**config.mk**
```make
export PLATFORM = sky130hd
export DESIGN_NAME = i2c_reg_arbiter
export DESIGN_NICKNAME = d
export VERILOG_FILES = /design/src/rtl/i2c_reg_arbiter.sv
export SDC_FILE = /design/constraint.sdc
export NUM_CORES = 1
export LEC_CHECK = 0
export ABC_AREA = 1
export CAP_MARGIN = 40
export CORE_UTILIZATION = 46
export DETAILED_ROUTE_END_ITERATION = 8
export PLACE_DENSITY = 0.76
export SLEW_MARGIN = 25
export SYNTH_ARGS = -nofsm -noshare
export SYNTH_HDL_FRONTEND = slang
export SYNTH_SLANG_ARGS = --single-unit
```
**constraint.sdc**
```tcl
create_clock -name sysclk -period 1.8 [get_ports sysclk]
set_clock_uncertainty 0.15 [all_clocks]
set_input_delay 0.27 -clock sysclk [delete_from_list [all_inputs] [get_ports sysclk]]
set_output_delay 0.27 -clock sysclk [all_outputs]
set_load 0.01 [all_outputs]
```
**src/rtl/i2c_reg_arbiter.sv**
```systemverilog
// ---------------------------------------------------------------------------
// i2c_reg_arbiter
//
// Shares one byte-level I2C engine between NUM_REQ register-access
// requesters. Requests are granted round-robin and expanded into the
// engine command stream:
//   write : START, WRITE {addr,0}, WRITE reg, WRITE data, STOP
//   read  : START, WRITE {addr,0}, WRITE reg, START, WRITE {addr,1}, READ, STOP
// Read data and NACK/timeout status go back to the granted requester.
//
// Ports
//   sysclk, reset            clock, synchronous active-high reset
//   req_valid/rw/addr/reg/wdata   per-requester request (packed slices)
//   req_ready                one-cycle accept pulse to the granted requester
//   resp_valid/rdata/nack/timeout completion pulse and status
//   busy                     high from the grant cycle through the response cycle
//   eng_cmd_valid/cmd/wdata/rd_nack, eng_cmd_ready   command channel to engine
//   eng_done/ack/rdata       command completion from engine
//
// state  | meaning
// -------+----------------------------------------------------------------
// IDLE   | no transaction; pick the next requester round-robin
// ISSUE  | eng_cmd_valid held until eng_cmd_ready
// WAIT   | command accepted; wait for eng_done or the timeout counter
// RESP   | one-cycle response pulse to the owner, flags cleared
// ---------------------------------------------------------------------------
module i2c_reg_arbiter #(
  parameter int NUM_REQ        = 2,
  parameter int TIMEOUT_CYCLES = 1000000
) (
  input  logic                   sysclk,
  input  logic                   reset,
  input  logic [NUM_REQ-1:0]     req_valid,
  input  logic [NUM_REQ-1:0]     req_rw,
  input  logic [7*NUM_REQ-1:0]   req_addr,
  input  logic [8*NUM_REQ-1:0]   req_reg,
  input  logic [8*NUM_REQ-1:0]   req_wdata,
  output logic [NUM_REQ-1:0]     req_ready,
  output logic [NUM_REQ-1:0]     resp_valid,
  output logic [7:0]             resp_rdata,
  output logic                   resp_nack,
  output logic                   resp_timeout,
  output logic                   busy,
  output logic                   eng_cmd_valid,
  output logic [1:0]             eng_cmd,
  output logic [7:0]             eng_wdata,
  output logic                   eng_rd_nack,
  input  logic                   eng_cmd_ready,
  input  logic                   eng_done,
  input  logic                   eng_ack,
  input  logic [7:0]             eng_rdata
);

  localparam int GW = $clog2(NUM_REQ);
  localparam int TW = (TIMEOUT_CYCLES > 1) ? $clog2(TIMEOUT_CYCLES) : 1;
  // Down-counter load: reaching zero corresponds to an up-count of TIMEOUT_CYCLES-1.
  localparam logic [TW-1:0] TO_LOAD = TW'(TIMEOUT_CYCLES - 1);

  localparam logic [1:0] CMD_START = 2'd0;
  localparam logic [1:0] CMD_WRITE = 2'd1;
  localparam logic [1:0] CMD_READ  = 2'd2;
  localparam logic [1:0] CMD_STOP  = 2'd3;

  typedef enum logic [1:0] {ST_IDLE, ST_ISSUE, ST_WAIT, ST_RESP} state_t;

  typedef enum logic [2:0] {
    SP_START1, SP_ADDRW, SP_REG, SP_DATA,
    SP_START2, SP_ADDRR, SP_READ, SP_STOP
  } step_t;

  state_t          state;
  step_t           step;
  logic [GW-1:0]   last_grant;
  logic [GW-1:0]   owner;
  logic            rw_q;
  logic [6:0]      addr_q;
  logic [7:0]      reg_q;
  logic [7:0]      wdata_q;
  logic [7:0]      rdata_q;
  logic            nack_flag;
  logic            timeout_flag;
  logic [TW-1:0]   to_cnt;

  function automatic logic [1:0] cmd_of(step_t s);
    case (s)
      SP_START1, SP_START2: cmd_of = CMD_START;
      SP_READ:              cmd_of = CMD_READ;
      SP_STOP:              cmd_of = CMD_STOP;
      default:              cmd_of = CMD_WRITE;
    endcase
  endfunction

  function automatic logic [7:0] byte_of(step_t s, logic [6:0] a, logic [7:0] r,
                                         logic [7:0] d);
    case (s)
      SP_ADDRW: byte_of = {a, 1'b0};
      SP_ADDRR: byte_of = {a, 1'b1};
      SP_REG:   byte_of = r;
      SP_DATA:  byte_of = d;
      default:  byte_of = 8'h00;
    endcase
  endfunction

  // Reads branch off after the register pointer into a repeated START.
  function automatic step_t step_after(step_t s, logic rd);
    case (s)
      SP_START1: step_after = SP_ADDRW;
      SP_ADDRW:  step_after = SP_REG;
      SP_REG:    step_after = rd ? SP_START2 : SP_DATA;
      SP_START2: step_after = SP_ADDRR;
      SP_ADDRR:  step_after = SP_READ;
      default:   step_after = SP_STOP;
    endcase
  endfunction

  // Unpacked views of the per-requester request fields.
  logic [6:0] addr_arr  [NUM_REQ];
  logic [7:0] reg_arr   [NUM_REQ];
  logic [7:0] wdata_arr [NUM_REQ];

  for (genvar i = 0; i < NUM_REQ; i++) begin : g_unpack
    assign addr_arr[i]  = req_addr[7*i +: 7];
    assign reg_arr[i]   = req_reg[8*i +: 8];
    assign wdata_arr[i] = req_wdata[8*i +: 8];
  end

  // Round-robin search starting one past the last grant.
  logic            grant_found;
  logic [GW-1:0]   grant_idx;
  logic [GW-1:0]   cand_idx;
  int              cand;

  always_comb begin
    grant_found = 1'b0;
    grant_idx   = '0;
    cand        = 0;
    cand_idx    = '0;
    for (int k = 1; k <= NUM_REQ; k++) begin
      cand = int'(last_grant) + k;
      if (cand >= NUM_REQ) cand = cand - NUM_REQ;
      cand_idx = GW'(cand);
      if (!grant_found && req_valid[cand_idx]) begin
        grant_found = 1'b1;
        grant_idx   = cand_idx;
      end
    end
  end

  logic [NUM_REQ-1:0] grant_onehot;
  logic [NUM_REQ-1:0] owner_onehot;
  assign grant_onehot = NUM_REQ'(1) << grant_idx;
  assign owner_onehot = NUM_REQ'(1) << owner;

  // WAIT exit: a NACKed write or a timeout both short-circuit to STOP.
  logic   to_expired;
  logic   wr_nacked;
  step_t  wait_next;

  always_comb begin
    to_expired = (to_cnt == '0);
    wr_nacked  = (cmd_of(step) == CMD_WRITE) && !eng_ack;
    wait_next  = SP_STOP;
    if (eng_done && !wr_nacked) wait_next = step_after(step, rw_q);
  end

  always_ff @(posedge sysclk) begin
    if (reset) begin
      state         <= ST_IDLE;
      step          <= SP_START1;
      last_grant    <= GW'(NUM_REQ - 1);
      owner         <= '0;
      rw_q          <= 1'b0;
      addr_q        <= '0;
      reg_q         <= '0;
      wdata_q       <= '0;
      rdata_q       <= '0;
      nack_flag     <= 1'b0;
      timeout_flag  <= 1'b0;
      to_cnt        <= '0;
      req_ready     <= '0;
      resp_valid    <= '0;
      resp_rdata    <= '0;
      resp_nack     <= 1'b0;
      resp_timeout  <= 1'b0;
      busy          <= 1'b0;
      eng_cmd_valid <= 1'b0;
      eng_cmd       <= CMD_START;
      eng_wdata     <= '0;
      eng_rd_nack   <= 1'b0;
    end else begin
      req_ready   <= '0;
      resp_valid  <= '0;
      // The master always NACKs its single read byte.
      eng_rd_nack <= 1'b1;

      unique case (state)
        ST_IDLE: begin
          if (grant_found) begin
            req_ready     <= grant_onehot;
            last_grant    <= grant_idx;
            owner         <= grant_idx;
            rw_q          <= req_rw[grant_idx];
            addr_q        <= addr_arr[grant_idx];
            reg_q         <= reg_arr[grant_idx];
            wdata_q       <= wdata_arr[grant_idx];
            busy          <= 1'b1;
            step          <= SP_START1;
            eng_cmd       <= CMD_START;
            eng_wdata     <= 8'h00;
            eng_cmd_valid <= 1'b1;
            state         <= ST_ISSUE;
          end
        end

        ST_ISSUE: begin
          if (eng_cmd_ready) begin
            eng_cmd_valid <= 1'b0;
            to_cnt        <= TO_LOAD;
            state         <= ST_WAIT;
          end
        end

        ST_WAIT: begin
          if (eng_done || to_expired) begin
            if (step == SP_STOP) begin
              // A STOP that never completes still ends the transaction.
              resp_valid   <= owner_onehot;
              resp_nack    <= nack_flag;
              resp_timeout <= timeout_flag | ~eng_done;
              resp_rdata   <= rw_q ? rdata_q : 8'h00;
              state        <= ST_RESP;
            end else begin
              if (eng_done) begin
                if (step == SP_READ) rdata_q <= eng_rdata;
                if (wr_nacked) nack_flag <= 1'b1;
              end else begin
                timeout_flag <= 1'b1;
              end
              step          <= wait_next;
              eng_cmd       <= cmd_of(wait_next);
              eng_wdata     <= byte_of(wait_next, addr_q, reg_q, wdata_q);
              eng_cmd_valid <= 1'b1;
              state         <= ST_ISSUE;
            end
          end else begin
            to_cnt <= to_cnt - TW'(1);
          end
        end

        ST_RESP: begin
          resp_rdata   <= 8'h00;
          resp_nack    <= 1'b0;
          resp_timeout <= 1'b0;
          nack_flag    <= 1'b0;
          timeout_flag <= 1'b0;
          rdata_q      <= 8'h00;
          busy         <= 1'b0;
          state        <= ST_IDLE;
        end

        default: state <= ST_IDLE;
      endcase
    end
  end

endmodule

```
==> impl_metrics.yaml <==
floorplanning:
  die_h_um: 97.3
  fp.dieW_um: 97.3
  fp.coreArea_mm2: 0.00876
  initial_core_util: 0.476
  rows: 34
  die_area_mm2: 0.00946
  ioPinCount: 90
pwr:
  ir_worst_vdd_uv: 471
  powerDensity_mw_per_mm2: 946
  p_seq_frac: 0.416
  power_switching_w: 0.00194
  p_leak_nw: 2.38
  p_int_w: 0.00363
  clock_power_share: 0.213
  power.share.switching: 0.348
  combPwrFrac: 0.371
  power_w: 0.00557
detailed_routing:
  drt_iter0_markers: 215
  drt-wirelength-per-cell_um: 13.6
  drt_wl_total_mm: 11.4
  postRouteAntennaNets: 0
  drcViolationCount: 0
  vias: 4427
  drt_pass1_iterations: 5
  via_per_inst: 5.25
critical_path:
  crit_start: "to_cnt[11]"
  cp_data_arrival_time_ns: 1.93
  crit_end: "to_cnt[9]"
  crit_fanout: 5
  critPathKind: "flop to flop"
  cp.required_ns: 1.87
  reg2reg_from: "to_cnt[11]"
  r2r_slack_ns: -0.06
  endpoint_kind: "flop"
  cp-start-kind: "flop"
  r2r_end: "to_cnt[9]"
  ff2ff_path_depth: 10
sta:
  fmax_ghz: 0.539
  setup_viol: 1
  final-max-slew-violation-count: 0
  fin_hold_ws_ns: 0.215
  slew_headroom: 0.699
  rsz0062_at_grt: "yes"
  timing.final.ws_setup_ns: -0.0557
  min_period_over_period: 1.03
  finalHoldViolations: 0
  period_minus_slack_ns: 1.86
  worst_pin_slew_ns: 0.450
run_status:
  status: "finished, violations left"
  violations: "setup timing"
clock_network:
  postCtsHoldBufs: 0
  cts.root.buffer_cell: "clkbuf_8"
  htree_levels: 3
  clkTransAtPathRegs_ns: 0.08
  clock_sinks: 88
  cts_buffer_depth: 2
  clkLatencyLatePin_ns: 0.35
  cts_tree: "yes"
  cts_buffers: 9
job:
  maxCapViolations: 0
hold_path:
  hold_class: "primary input to flop"
  hold_depth: 3
synth:
  ys_async_sr_fraction: 0
  synth_most_common_cell: "nand2_1"
  synth_edf_count: 0
  yosys.area.top_type: "dfxtp_1"
  syn_nets: 661
  ys_seq_elements: 88
  synth_area_per_cell_um2: 6.99
  synth_cell_types: 33
  netlist_area_mm2: 0.00417
  yosysWarnings: 0
  synth_top_area_frac: 0.422
  synthTopCellsByCount: "nand2_1 (173), dfxtp_1 (88), a21oi_1 (54)"
  synth_area_leaders: "dfxtp_1 (42%), nand2_1 (16%), a21oi_1 (6.5%), nand3_1 (5.8%), o21ai_0 (5.3%)"
  ys.flop_type: "dfxtp_1"
  ys_seq_area_frac: 0.422
  syn_inst: 597
placement:
  place_ws_ns: -0.240
  port-buffer-count: 89
  hpwl_mm: 8.32
  place_congestion: 0.919
  dp.cells: 816
global_routing:
  grt_max_degree: 40
  grt_pass1_wl_mm: 18.2
  grt_antenna_before_repair: 0
  track_usage: 0.233
  grt.overflow.total: 0
  grt_pass1_vias: 4029
layout:
  areaGrowthSynthToFinish_pct: 41.0
  instances_no_fill: 843
  diodes: 0
  nNetsFinal: 796
  drive_gt1_frac: 0.197
per-layer routing:
metal	GRT usage	vias to the layer above	share of wire
li1	-	2252	-
met1	0.297	2012	0.45
met2	0.394	147	0.48
met3	0.0460	16	0.057
met4	0.0803	0	0.017
met5	0	-	0
sequential cells by signal, summed over array words and instances, names as in the netlist, 2 cells and up:
name	flops
addr_q	7
eng_cmd	2
eng_wdata	8
rdata_q	8
reg_q	8
req_ready	2
resp_rdata	8
resp_valid	2
state	2
step	3
to_cnt	20
wdata_q	8
power by group through the flow:
stage | clock [W] | sequential, W | combinational, W
floorplan | 0 | 0.00231 | 0.00114
global placement | 0 | 0.00234 | 0.00177
detailed placement | 0 | 0.00234 | 0.00181
CTS | 0.00121 | 0.00230 | 0.00183
global route | 0.00129 | 0.00234 | 0.00226
finish | 0.00119 | 0.00231 | 0.00207
per-stage QoR:
| stage | instance area [um^2] | setup TNS [ns] | utilization |
|---|---|---|---|
| 2_1_floorplan | 4170 | 0 | - |
| 3_3_place_gp | 5460 | -7.04 | 0.623 |
| 3_5_place_dp | 5460 | -9.31 | 0.623 |
| 4_1_cts | 5640 | 0 | 0.643 |
| 5_1_grt | 5890 | -1.95 | 0.672 |
| 6_report | 5890 | -0.0557 | 0.672 |
critical path, stage by stage (launching register included):
cell,delay [ns]
dfxtp_2,0.33
nor2_2,0.13
nand2_1,0.11
nor2_2,0.17
nand3_2,0.12
nand2_4,0.14
a21oi_4,0.08
buf_4,0.14
buf_6,0.12
o21ai_1,0.11
a21oi_1,0.11
layout by cell type, fill, tap and decap left out, drive strengths merged, types with 25 or more instances in the layout:
cell type,netlist,final
inv,28,27
a31oi,25,25
buf,13,66
clkdlybuf4s50,0,88
nor2,59,59
o21ai,45,45
nand3,49,49
nand2,178,178
dfxtp,88,88
a21oi,55,55
worst min-delay path by stage:
| stage | start | endpoint |
|---|---|---|
| global placement | owner | resp_valid[0] |
| global route | reset | to_cnt[10] |
| detailed placement | owner | resp_valid[0] |
| floorplan | owner | resp_valid[0] |
| finish | reset | to_cnt[15] |
| CTS | reset | resp_timeout |
cell type report:
cell class | count | area (um^2)
fillers | 731 | 2880
multi-input cells | 449 | 2270
flip-flops and latches | 88 | 1780
repair buffers | 154 | 1410
clock buffers | 10 | 138
well taps | 108 | 135
inverters | 30 | 129
clock inverters | 4 | 22.5
cells by family (layout without fill, tap and decap cells):
| logic type | Yosys count | after routing | synth area share |
|---|---|---|---|
| XOR/XNOR | 13 | 13 | 0.0273 |
| buffers and inverters | 60 | 198 | 0.0633 |
| adder cells (fa/ha/maj) | 1 | 1 | 0.00300 |
| AND/OR/NAND/NOR | 307 | 307 | 0.318 |
| flip-flops | 88 | 88 | 0.422 |
| AO/OA/AOI/OAI | 128 | 128 | 0.166 |
timing repair:
item,in CTS,in global routing
endpoints found under the setup margin,34,44
buffers inserted,0,11
pin swaps,0,28
resized for setup,8,54
cloned,0,2
(Power assumes the default switching activity.)
